**src/rtl/seq_frame_scan_ctrl.sv**
```systemverilog
// seq_frame_scan_ctrl
// Frame-level sequencer for a programmable serial pattern matcher. Words are
// accepted over a valid/ready handshake and shifted MSB-first into a history
// register at one bit per clock. Pattern hits are counted per frame, and a
// sticky interrupt is raised when the count reaches a programmed threshold.
//
// Ports:
//   clk, reset        clock, asynchronous active-low reset
//   cfg_we            config write strobe (ignored while busy)
//   cfg_pattern       pattern; bit 0 is the last bit of the sequence
//   cfg_len           pattern length (0 -> 1, clipped to PAT_MAX)
//   cfg_overlap       1 = overlapping detection, 0 = non-overlapping
//   cfg_thresh        irq threshold, 0 disables irq
//   in_valid/in_ready word handshake
//   in_data/in_last   word payload and end-of-frame flag
//   irq_clr           clears irq (a simultaneous set wins)
//   match_pulse       one-cycle pulse per match
//   match_count       saturating per-frame match count
//   irq               sticky threshold interrupt
//   busy              frame in progress
//   done              one-cycle end-of-frame pulse
module seq_frame_scan_ctrl #(
  parameter int unsigned WORD_W  = 8,
  parameter int unsigned PAT_MAX = 8,
  parameter int unsigned CNT_W   = 8
) (
  input  logic               clk,
  input  logic               reset,
  input  logic               cfg_we,
  input  logic [PAT_MAX-1:0] cfg_pattern,
  input  logic [3:0]         cfg_len,
  input  logic               cfg_overlap,
  input  logic [CNT_W-1:0]   cfg_thresh,
  input  logic               in_valid,
  output logic               in_ready,
  input  logic [WORD_W-1:0]  in_data,
  input  logic               in_last,
  input  logic               irq_clr,
  output logic               match_pulse,
  output logic [CNT_W-1:0]   match_count,
  output logic               irq,
  output logic               busy,
  output logic               done
);

  localparam int unsigned IDX_W  = (WORD_W > 1) ? $clog2(WORD_W) : 1;
  localparam int unsigned FILL_W = $clog2(PAT_MAX + 1);
  localparam logic [IDX_W-1:0]  IDX_TOP  = IDX_W'(WORD_W - 1);
  localparam logic [FILL_W-1:0] FILL_MAX = FILL_W'(PAT_MAX);
  localparam logic [CNT_W-1:0]  CNT_MAX  = '1;

  typedef enum logic [1:0] {
    S_IDLE  = 2'd0,
    S_SHIFT = 2'd1,
    S_DONE  = 2'd2
  } state_e;

  state_e              state_q, state_d;
  logic [WORD_W-1:0]   word_q, word_d;
  logic                last_q, last_d;
  logic [IDX_W-1:0]    idx_q, idx_d;
  logic [PAT_MAX-1:0]  hist_q, hist_d;
  logic [FILL_W-1:0]   fill_q, fill_d;
  logic                active_q, active_d;
  logic [CNT_W-1:0]    cnt_q, cnt_d;
  logic                pulse_q, pulse_d;
  logic                irq_q, irq_d;
  logic                ready_q, ready_d;
  logic                done_q, done_d;
  logic [PAT_MAX-1:0]  cfg_pat_q, cfg_pat_d;
  logic [3:0]          cfg_len_q, cfg_len_d;
  logic                cfg_ovl_q, cfg_ovl_d;
  logic [CNT_W-1:0]    cfg_thr_q, cfg_thr_d;

  logic [FILL_W-1:0]   eff_len;
  logic [PAT_MAX-1:0]  len_mask;
  logic                shift_bit;
  logic [PAT_MAX-1:0]  hist_sh;
  logic [FILL_W-1:0]   fill_inc;
  logic [CNT_W-1:0]    cnt_inc;
  logic                hit;
  logic                irq_set;

  // Effective pattern length and the compare mask covering its low bits
  always_comb begin
    if (cfg_len_q == 4'd0) begin
      eff_len = FILL_W'(1);
    end else if (32'(cfg_len_q) > PAT_MAX) begin
      eff_len = FILL_MAX;
    end else begin
      eff_len = FILL_W'(cfg_len_q);
    end
    len_mask = '0;
    for (int unsigned i = 0; i < PAT_MAX; i++) begin
      len_mask[i] = (i < 32'(eff_len));
    end
  end

  // Candidate shift result for the current bit, used only in SHIFT
  always_comb begin
    shift_bit = word_q[idx_q];
    hist_sh   = {hist_q[PAT_MAX-2:0], shift_bit};
    fill_inc  = (fill_q >= FILL_MAX) ? fill_q : fill_q + FILL_W'(1);
    hit       = (fill_inc >= eff_len) &&
                ((hist_sh & len_mask) == (cfg_pat_q & len_mask));
    cnt_inc   = (cnt_q == CNT_MAX) ? cnt_q : cnt_q + CNT_W'(1);
  end

  // Next-state and next-output logic
  always_comb begin
    state_d   = state_q;
    word_d    = word_q;
    last_d    = last_q;
    idx_d     = idx_q;
    hist_d    = hist_q;
    fill_d    = fill_q;
    active_d  = active_q;
    cnt_d     = cnt_q;
    pulse_d   = 1'b0;
    done_d    = 1'b0;
    irq_set   = 1'b0;
    cfg_pat_d = cfg_pat_q;
    cfg_len_d = cfg_len_q;
    cfg_ovl_d = cfg_ovl_q;
    cfg_thr_d = cfg_thr_q;

    // Configuration is frozen for the duration of a frame
    if (cfg_we && !active_q) begin
      cfg_pat_d = cfg_pattern;
      cfg_len_d = cfg_len;
      cfg_ovl_d = cfg_overlap;
      cfg_thr_d = cfg_thresh;
    end

    unique case (state_q)
      S_IDLE: begin
        if (in_valid) begin
          word_d  = in_data;
          last_d  = in_last;
          idx_d   = IDX_TOP;
          state_d = S_SHIFT;
          // First word of a frame starts from a clean history and count
          if (!active_q) begin
            fill_d   = '0;
            hist_d   = '0;
            cnt_d    = '0;
            active_d = 1'b1;
          end
        end
      end
      S_SHIFT: begin
        hist_d = hist_sh;
        fill_d = fill_inc;
        if (hit) begin
          pulse_d = 1'b1;
          cnt_d   = cnt_inc;
          // Non-overlapping mode: matched bits may not seed the next hit
          if (!cfg_ovl_q) begin
            fill_d = '0;
          end
          if ((cfg_thr_q != '0) && (cnt_inc == cfg_thr_q)) begin
            irq_set = 1'b1;
          end
        end
        if (idx_q == '0) begin
          state_d = last_q ? S_DONE : S_IDLE;
          done_d  = last_q;
        end else begin
          idx_d = idx_q - IDX_W'(1);
        end
      end
      S_DONE: begin
        active_d = 1'b0;
        state_d  = S_IDLE;
      end
      default: begin
        state_d = S_IDLE;
      end
    endcase

    irq_d   = irq_set ? 1'b1 : (irq_clr ? 1'b0 : irq_q);
    ready_d = (state_d == S_IDLE);
  end

  // State and registered outputs
  always_ff @(posedge clk or negedge reset) begin
    if (!reset) begin
      state_q   <= S_IDLE;
      word_q    <= '0;
      last_q    <= 1'b0;
      idx_q     <= '0;
      hist_q    <= '0;
      fill_q    <= '0;
      active_q  <= 1'b0;
      cnt_q     <= '0;
      pulse_q   <= 1'b0;
      irq_q     <= 1'b0;
      ready_q   <= 1'b1;
      done_q    <= 1'b0;
      cfg_pat_q <= '0;
      cfg_len_q <= 4'd1;
      cfg_ovl_q <= 1'b1;
      cfg_thr_q <= '0;
    end else begin
      state_q   <= state_d;
      word_q    <= word_d;
      last_q    <= last_d;
      idx_q     <= idx_d;
      hist_q    <= hist_d;
      fill_q    <= fill_d;
      active_q  <= active_d;
      cnt_q     <= cnt_d;
      pulse_q   <= pulse_d;
      irq_q     <= irq_d;
      ready_q   <= ready_d;
      done_q    <= done_d;
      cfg_pat_q <= cfg_pat_d;
      cfg_len_q <= cfg_len_d;
      cfg_ovl_q <= cfg_ovl_d;
      cfg_thr_q <= cfg_thr_d;
    end
  end

  assign in_ready    = ready_q;
  assign match_pulse = pulse_q;
  assign match_count = cnt_q;
  assign irq         = irq_q;
  assign busy        = active_q;
  assign done        = done_q;

endmodule
```
**config.mk**
```make
export PLATFORM = sky130hd
export DESIGN_NAME = seq_frame_scan_ctrl
export DESIGN_NICKNAME = d
export VERILOG_FILES = /design/src/rtl/seq_frame_scan_ctrl.sv
export SDC_FILE = /design/constraint.sdc
export NUM_CORES = 1
export LEC_CHECK = 0
export ABC_AREA = 1
export BUFFER_PORTS_ARGS = -buffer_cell sky130_fd_sc_hd__buf_2
export CORE_MARGIN = 3
export CORE_UTILIZATION = 59
export CTS_BUF_LIST = sky130_fd_sc_hd__clkbuf_8
export DETAILED_ROUTE_END_ITERATION = 16
export GPL_TIMING_DRIVEN = 0
export PLACE_DENSITY = 0.78
export SLEW_MARGIN = 40
export SYNTH_ARGS = -nofsm -noshare
export SYNTH_HDL_FRONTEND = slang
export SYNTH_SLANG_ARGS = --single-unit
```
**constraint.sdc**
```tcl
create_clock -name clk -period 2.5 [get_ports clk]
set_input_delay 0.125 -clock clk [delete_from_list [all_inputs] [get_ports clk]]
set_output_delay 0.125 -clock clk [all_outputs]
set_load 0.005 [all_outputs]
```
# Word level (Yosys, flattened, before mapping)
# Cells that the tools add are included.
[totals]
reg_bits = 59
in_bits = 35
out_inout_bits = 13
wordCells = 93
[classes]
add_sub_neg = 3
n_lt_le_gt_ge = 12
n_eq_ne = 9
muxes = 34
n_bitwise = 2
reduce_logical = 17
[ops]
columns = ["operator", "count"]
rows = [
  ["$mux 8", 4],
  ["$mux 4", 7],
  ["$and 8x8->8", 2],
  ["$eq 8x8->1", 2],
  ["$lt 3x4->1 const A", 4],
  ["$pmux 8 s2", 1],
  ["$pmux 7 s2", 1],
  ["$mux 1", 11],
  ["$add 8x1->8 const B", 1],
  ["$eq 8x8->1 const B", 1],
  ["$lt 1x4->1 const A", 2],
  ["$lt 2x4->1 const A", 2],
  ["$ne 2x2->1 const B", 4],
  ["$pmux 4 s2", 1],
  ["$reduce_bool 8->1", 1],
  ["$mux 2", 3],
  ["$mux 3", 2],
  ["$pmux 3 s2", 1],
  ["$reduce_and 3->1", 2],
  ["$reduce_bool 2->1", 3],
  ["$add 4x1->4 const B", 1],
  ["$ge 4x4->1", 1],
  ["$ge 4x4->1 const B", 1],
  ["$gt 4x4->1 const B", 1],
  ["14 further kinds", 18],
]

# Longest topological paths before layout
[logic_depth]
word_depth = 10
depth_mapped = 16

# Least setup slack after synthesis
# Ideal clock, no wire load.
[synth_path]
kind = "flip-flop to flip-flop"
from = "reg fill_q[0]"
to = "reg cnt_q[2] (netlist: match_count[2])"
setup_ns = 0.117
arrival_time_ns = 1.974
required_ns = 2.383
slack_ns = 0.409
path_stages_with_launch = 17
synth_period_minus_slack_ns = 2.091
cell_sequence = "dfrtp_1 > inv_1 > ha_1 > nand2_1 > o21ai_0 > ha_1 > inv_1 > o21bai_1 > nand3_1 > nand3_1 > nand2_1 > nor2_2 > nand2_2 > nand2_1 > nand2_2 > nand2_1 > nand2_1"
[synth_between]
elab_chain_len = 6
word_cells_on_any_way = 7
[synth_rtl]
columns = ["item", "line", "source"]
rows = [
  ["start, declared", "63", "logic [FILL_W-1:0] fill_q, fill_d;"],
  ["start signal, assigned", "210", "fill_q <= fill_d;"],
  ["$add 4x1->4 / $ge 4x4->1 (equally long branches)", "103", "fill_inc = (fill_q >= FILL_MAX) ? fill_q : fill_q + FILL_W'(1);"],
  ["$mux 4 *", "103", ""],
  ["$ge 4x4->1 *", "104", "hit = (fill_inc >= eff_len) &&"],
  ["$logic_and 1x1->1 *", "104", ""],
  ["$ne 2x2->1 (no line) *", "--", ""],
  ["$reduce_and 4->1 (no line) *", "--", ""],
  ["end signal, assigned", "212", "cnt_q <= cnt_d;"],
  ["end, declared", "65", "logic [CNT_W-1:0] cnt_q, cnt_d;"],
]
# Every way passes the cells marked *; elsewhere a longest branch is shown, timed or not.
# A chain may end at the register's enable or synchronous reset.

# Worst setup path in the final report
# Same ends and word-level chain as after synthesis.

==> metrics.md <==
| Metric | Value |
|---|---|
| Final period util | 90.8% |
| Most frequent cells in the layout | 115 x nand2_1, 56 x dfrtp_1, 48 x inv_1 |
| Pwr dens | 1140 mW/mm² |
| Worst skew pair latency | 0.34 ns |
| Buf/Inv on CP | 2 |
| RSZ-0062 raised after global routing | false |
| CTS Buf Count | 9 |
| Core Footprint | 0.00488 mm² |
| Routed Antenna Nets | 0 |
| Critical-path cell list | inv_2 > ha_1 > nand2_1 > o21ai_1 > ha_1 > inv_1 > o21bai_1 > nand3_1 > nand3_1 > nand2_1 > nor2_4 > nand2_4 > nand2_2 > nand2_4 > nand2_1 > nand2_1 |
| Ys async rst share | 100% |
| Type of origin of the critical path | flop |
| DRC Markers | 0 |
| First-pass GRT wire length | 12,200 µm |
| Clock transition at the registers of the reported paths | 0.07 ns |
| Number of enable flip-flop cells after synthesis | 0 |
| Dpl ws | 0.106 ns |
| Post-layout util | 75.6% |
| # clock sinks | 59 |
| CP max stage delay | 0.40 ns |
| Syn Nets | 437 |
| Worst Setup End Kind | flop |
| WP data required | 2.73 ns |
| Final Hold Fails | 0 |
| Status | finished, final reports clean |
| Yosys cell types | 30 |
| Final min period | 2.27 ns |
| Worst min path class | in2reg |
| Critical-path maximum fanout | 8 |
| Vias in the first global route | 2,735 |
| Fin worst setup slack | 0.231 ns |
| Total of max-cap violations | 0 |
| Worst path slowest cell | dfrtp_1 |
| R2r endpoint | match_count[2] |
| Congestion Overflow GR | 0 |
| Max-slew violations | 0 |
| Die Ht | 78.4 µm |
| Layout cell share with drive strength beyond 1 | 20.3% |
| Hold path cells | 2 |
| WL per Instance | 13.5 µm |
| Largest net degree at the start of global routing | 60 |
| # fillers | 384 |
| Commonest non-fill, non-tap cell in the layout | nand2_1 |
| Hold Path Origin | cfg_pattern[5] |
| IO Pins | 48 |
| Hpwl dp | 4910 µm |
| Initial antenna violation count | 0 |
| CTS tree | done |
| Clk buf depth | 2 |
| Die area | 0.00615 mm² |
| Overall die width | 78.4 µm |
| Slew margin rel. | 61.2% |
| WL final | 7130 µm |
| I/O Buffers | 47 |
| Post-Syn Instances | 393 |
| Yosys synthesis warning count | 0 |
| Storage element area | 0.00148 mm² |
| Leak | 2.01 nW |
| RePlAce Congestion | 0.880 |
| Initial DRC Count | 292 |
| Max Clk Rate | 0.441 GHz |
| CTS H-tree depth | 3 |
| Netlist Area Pre-Place | 0.00309 mm² |
| Final instance area | 0.00369 mm² |
| First-pass DRT Iterations | 5 |
| Post-synth top flop | dfrtp_1 |
| Hold EP | cfg_pat_q[5] |
| WS Path Type | reg2reg |
| Arr. time, crit path | 2.50 ns |
| Post-DP Area | 0.00342 mm² |
| Tightest Pin Transition | 0.583 ns |
| Setup slack, reg-to-reg | 0.23 ns |
| Synth Area per Inst | 7.87 µm² |
| Final Skew | 0.00332 ns |
| Vias per cell | 5.31 |
| CTS root buf | clkbuf_8 |
| Vias | 2,795 |
| Starting density of the core | 63.4% |
| Ant. Diodes | 0 |
| Layout Nets | 498 |
| Rows | 25 |
| Finish-stage setup viols | 0 |
| Cell mode on critical path | nand2_1 |
| Worst R2R Start | fill_q[0] |
| Multi-input logic area | 0.00140 mm² |
| Total Routing Usage GR | 25.4% |
| R2R cell count | 16 |
| Yosys reg bits | 59 |
| Delay-heaviest family, CP | simple AND/OR/NAND/NOR gates |
| Max IR drop VDD | 0.711 mV |
| Sequential-to-total area share from yosys stat | 47.8% |
| Final TNS setup | 0 ns |
| Layout area overhead | 19.2% |
-- layout make-up --
| class | count | area share [%] |
|---|---|---|
| tap | 67 | 2.27 |
| clock buffer | 9 | 3.36 |
| timing repair buffer | 50 | 7.47 |
| inverter | 52 | 5.29 |
| clock inverter | 7 | 2.51 |
| multi-input combinational | 275 | 37.9 |
| sequential | 59 | 40.1 |
| buffer | 7 | 1.02 |
-- through the flow --
stage	instances	power, mW	hold slack, ns
CTS	524	4.11	0.00548
global placement	507	3.05	0.357
finish	526	4.20	0.0171
detailed placement	507	3.14	0.235
global route	526	4.53	0.0216
floorplan	393	2.72	-0.171
-- sequential cells by signal, summed over array words and instances, names as in the netlist --
| register | flops |
|---|---|
| last_q | 1 |
| cfg_thr_q | 8 |
| word_q | 8 |
| hist_q | 7 |
| busy | 1 |
| irq | 1 |
| done | 1 |
| fill_q | 4 |
| match_count | 8 |
| cfg_len_q | 4 |
| idx_q | 3 |
| match_pulse | 1 |
| cfg_ovl_q | 1 |
| state_q | 2 |
| cfg_pat_q | 8 |
| in_ready | 1 |
-- cell families after synthesis --
kind of cell	count (synthesis)	synth area share [%]
multiplexers	8	2.91
flip-flops	59	47.8
XOR/XNOR	6	1.70
buffers and inverters	59	7.52
adder cells (fa/ha/maj)	9	3.64
AND/OR/NAND/NOR	206	28.2
AO/OA/AOI/OAI	46	8.21
-- power by group --
group	internal [mW]	switching, mW
clock	0.557	0.399
combinational	0.644	1.03
sequential	1.34	0.234
-- routing by layer --
layer	vias to the layer above	GRT usage, %	wire [µm]
li1	1373	-	-
met5	-	0	0
met3	13	4.59	452
met1	1301	33.5	3160
met4	0	10.8	122
met2	108	41.2	3390
-- cells in the mapped netlist (all sizes together), types with 5 or more instances --
| master | n | area share, % |
|---|---|---|
| xor2 | 5 | 1.4 |
| clkbuf | 5 | 0.61 |
| nor2 | 48 | 6.9 |
| nand3 | 33 | 5.3 |
| nand2 | 122 | 15 |
| o21ai | 7 | 1.1 |
| o22ai | 7 | 1.4 |
| ha | 9 | 3.6 |
| inv | 51 | 6.2 |
| dfrtp | 56 | 45 |
| mux2 | 8 | 2.9 |
| a21oi | 27 | 4.5 |
-- worst reg2reg max path: stages (launching register included) --
cell and delay [ns]:
dfrtp_1 0.40, inv_2 0.07, ha_1 0.29, nand2_1 0.07, o21ai_1 0.09, ha_1 0.32
inv_1 0.04, o21bai_1 0.11, nand3_1 0.08, nand3_1 0.07, nand2_1 0.08, nor2_4 0.13
nand2_4 0.09, nand2_2 0.08, nand2_4 0.09, nand2_1 0.10, nand2_1 0.06
-- worst max path at each step --
| stage | start | end | slack [ns] | depth (start not counted) |
|---|---|---|---|---|
| after floorplan | fill_q[0] | match_count[2] | 0.41 | 16 |
| after global placement | fill_q[0] | match_count[7] | 0.15 | 16 |
| after detailed placement | fill_q[0] | match_count[2] | 0.11 | 16 |
| after CTS | fill_q[0] | match_count[2] | 0.06 | 16 |
| after global routing | fill_q[0] | match_count[1] | 0.02 | 16 |
| final | fill_q[0] | match_count[2] | 0.23 | 16 |
-- timing repair --
action                     in CTS  in global routing
hold buffers                    1                  0
setup endpoints to repair       0                 12
hold endpoints to repair       56                  0
setup buffers                   0                  1
gates resized for setup         0                  7
Note: power is estimated with default switching activity, not from simulation.
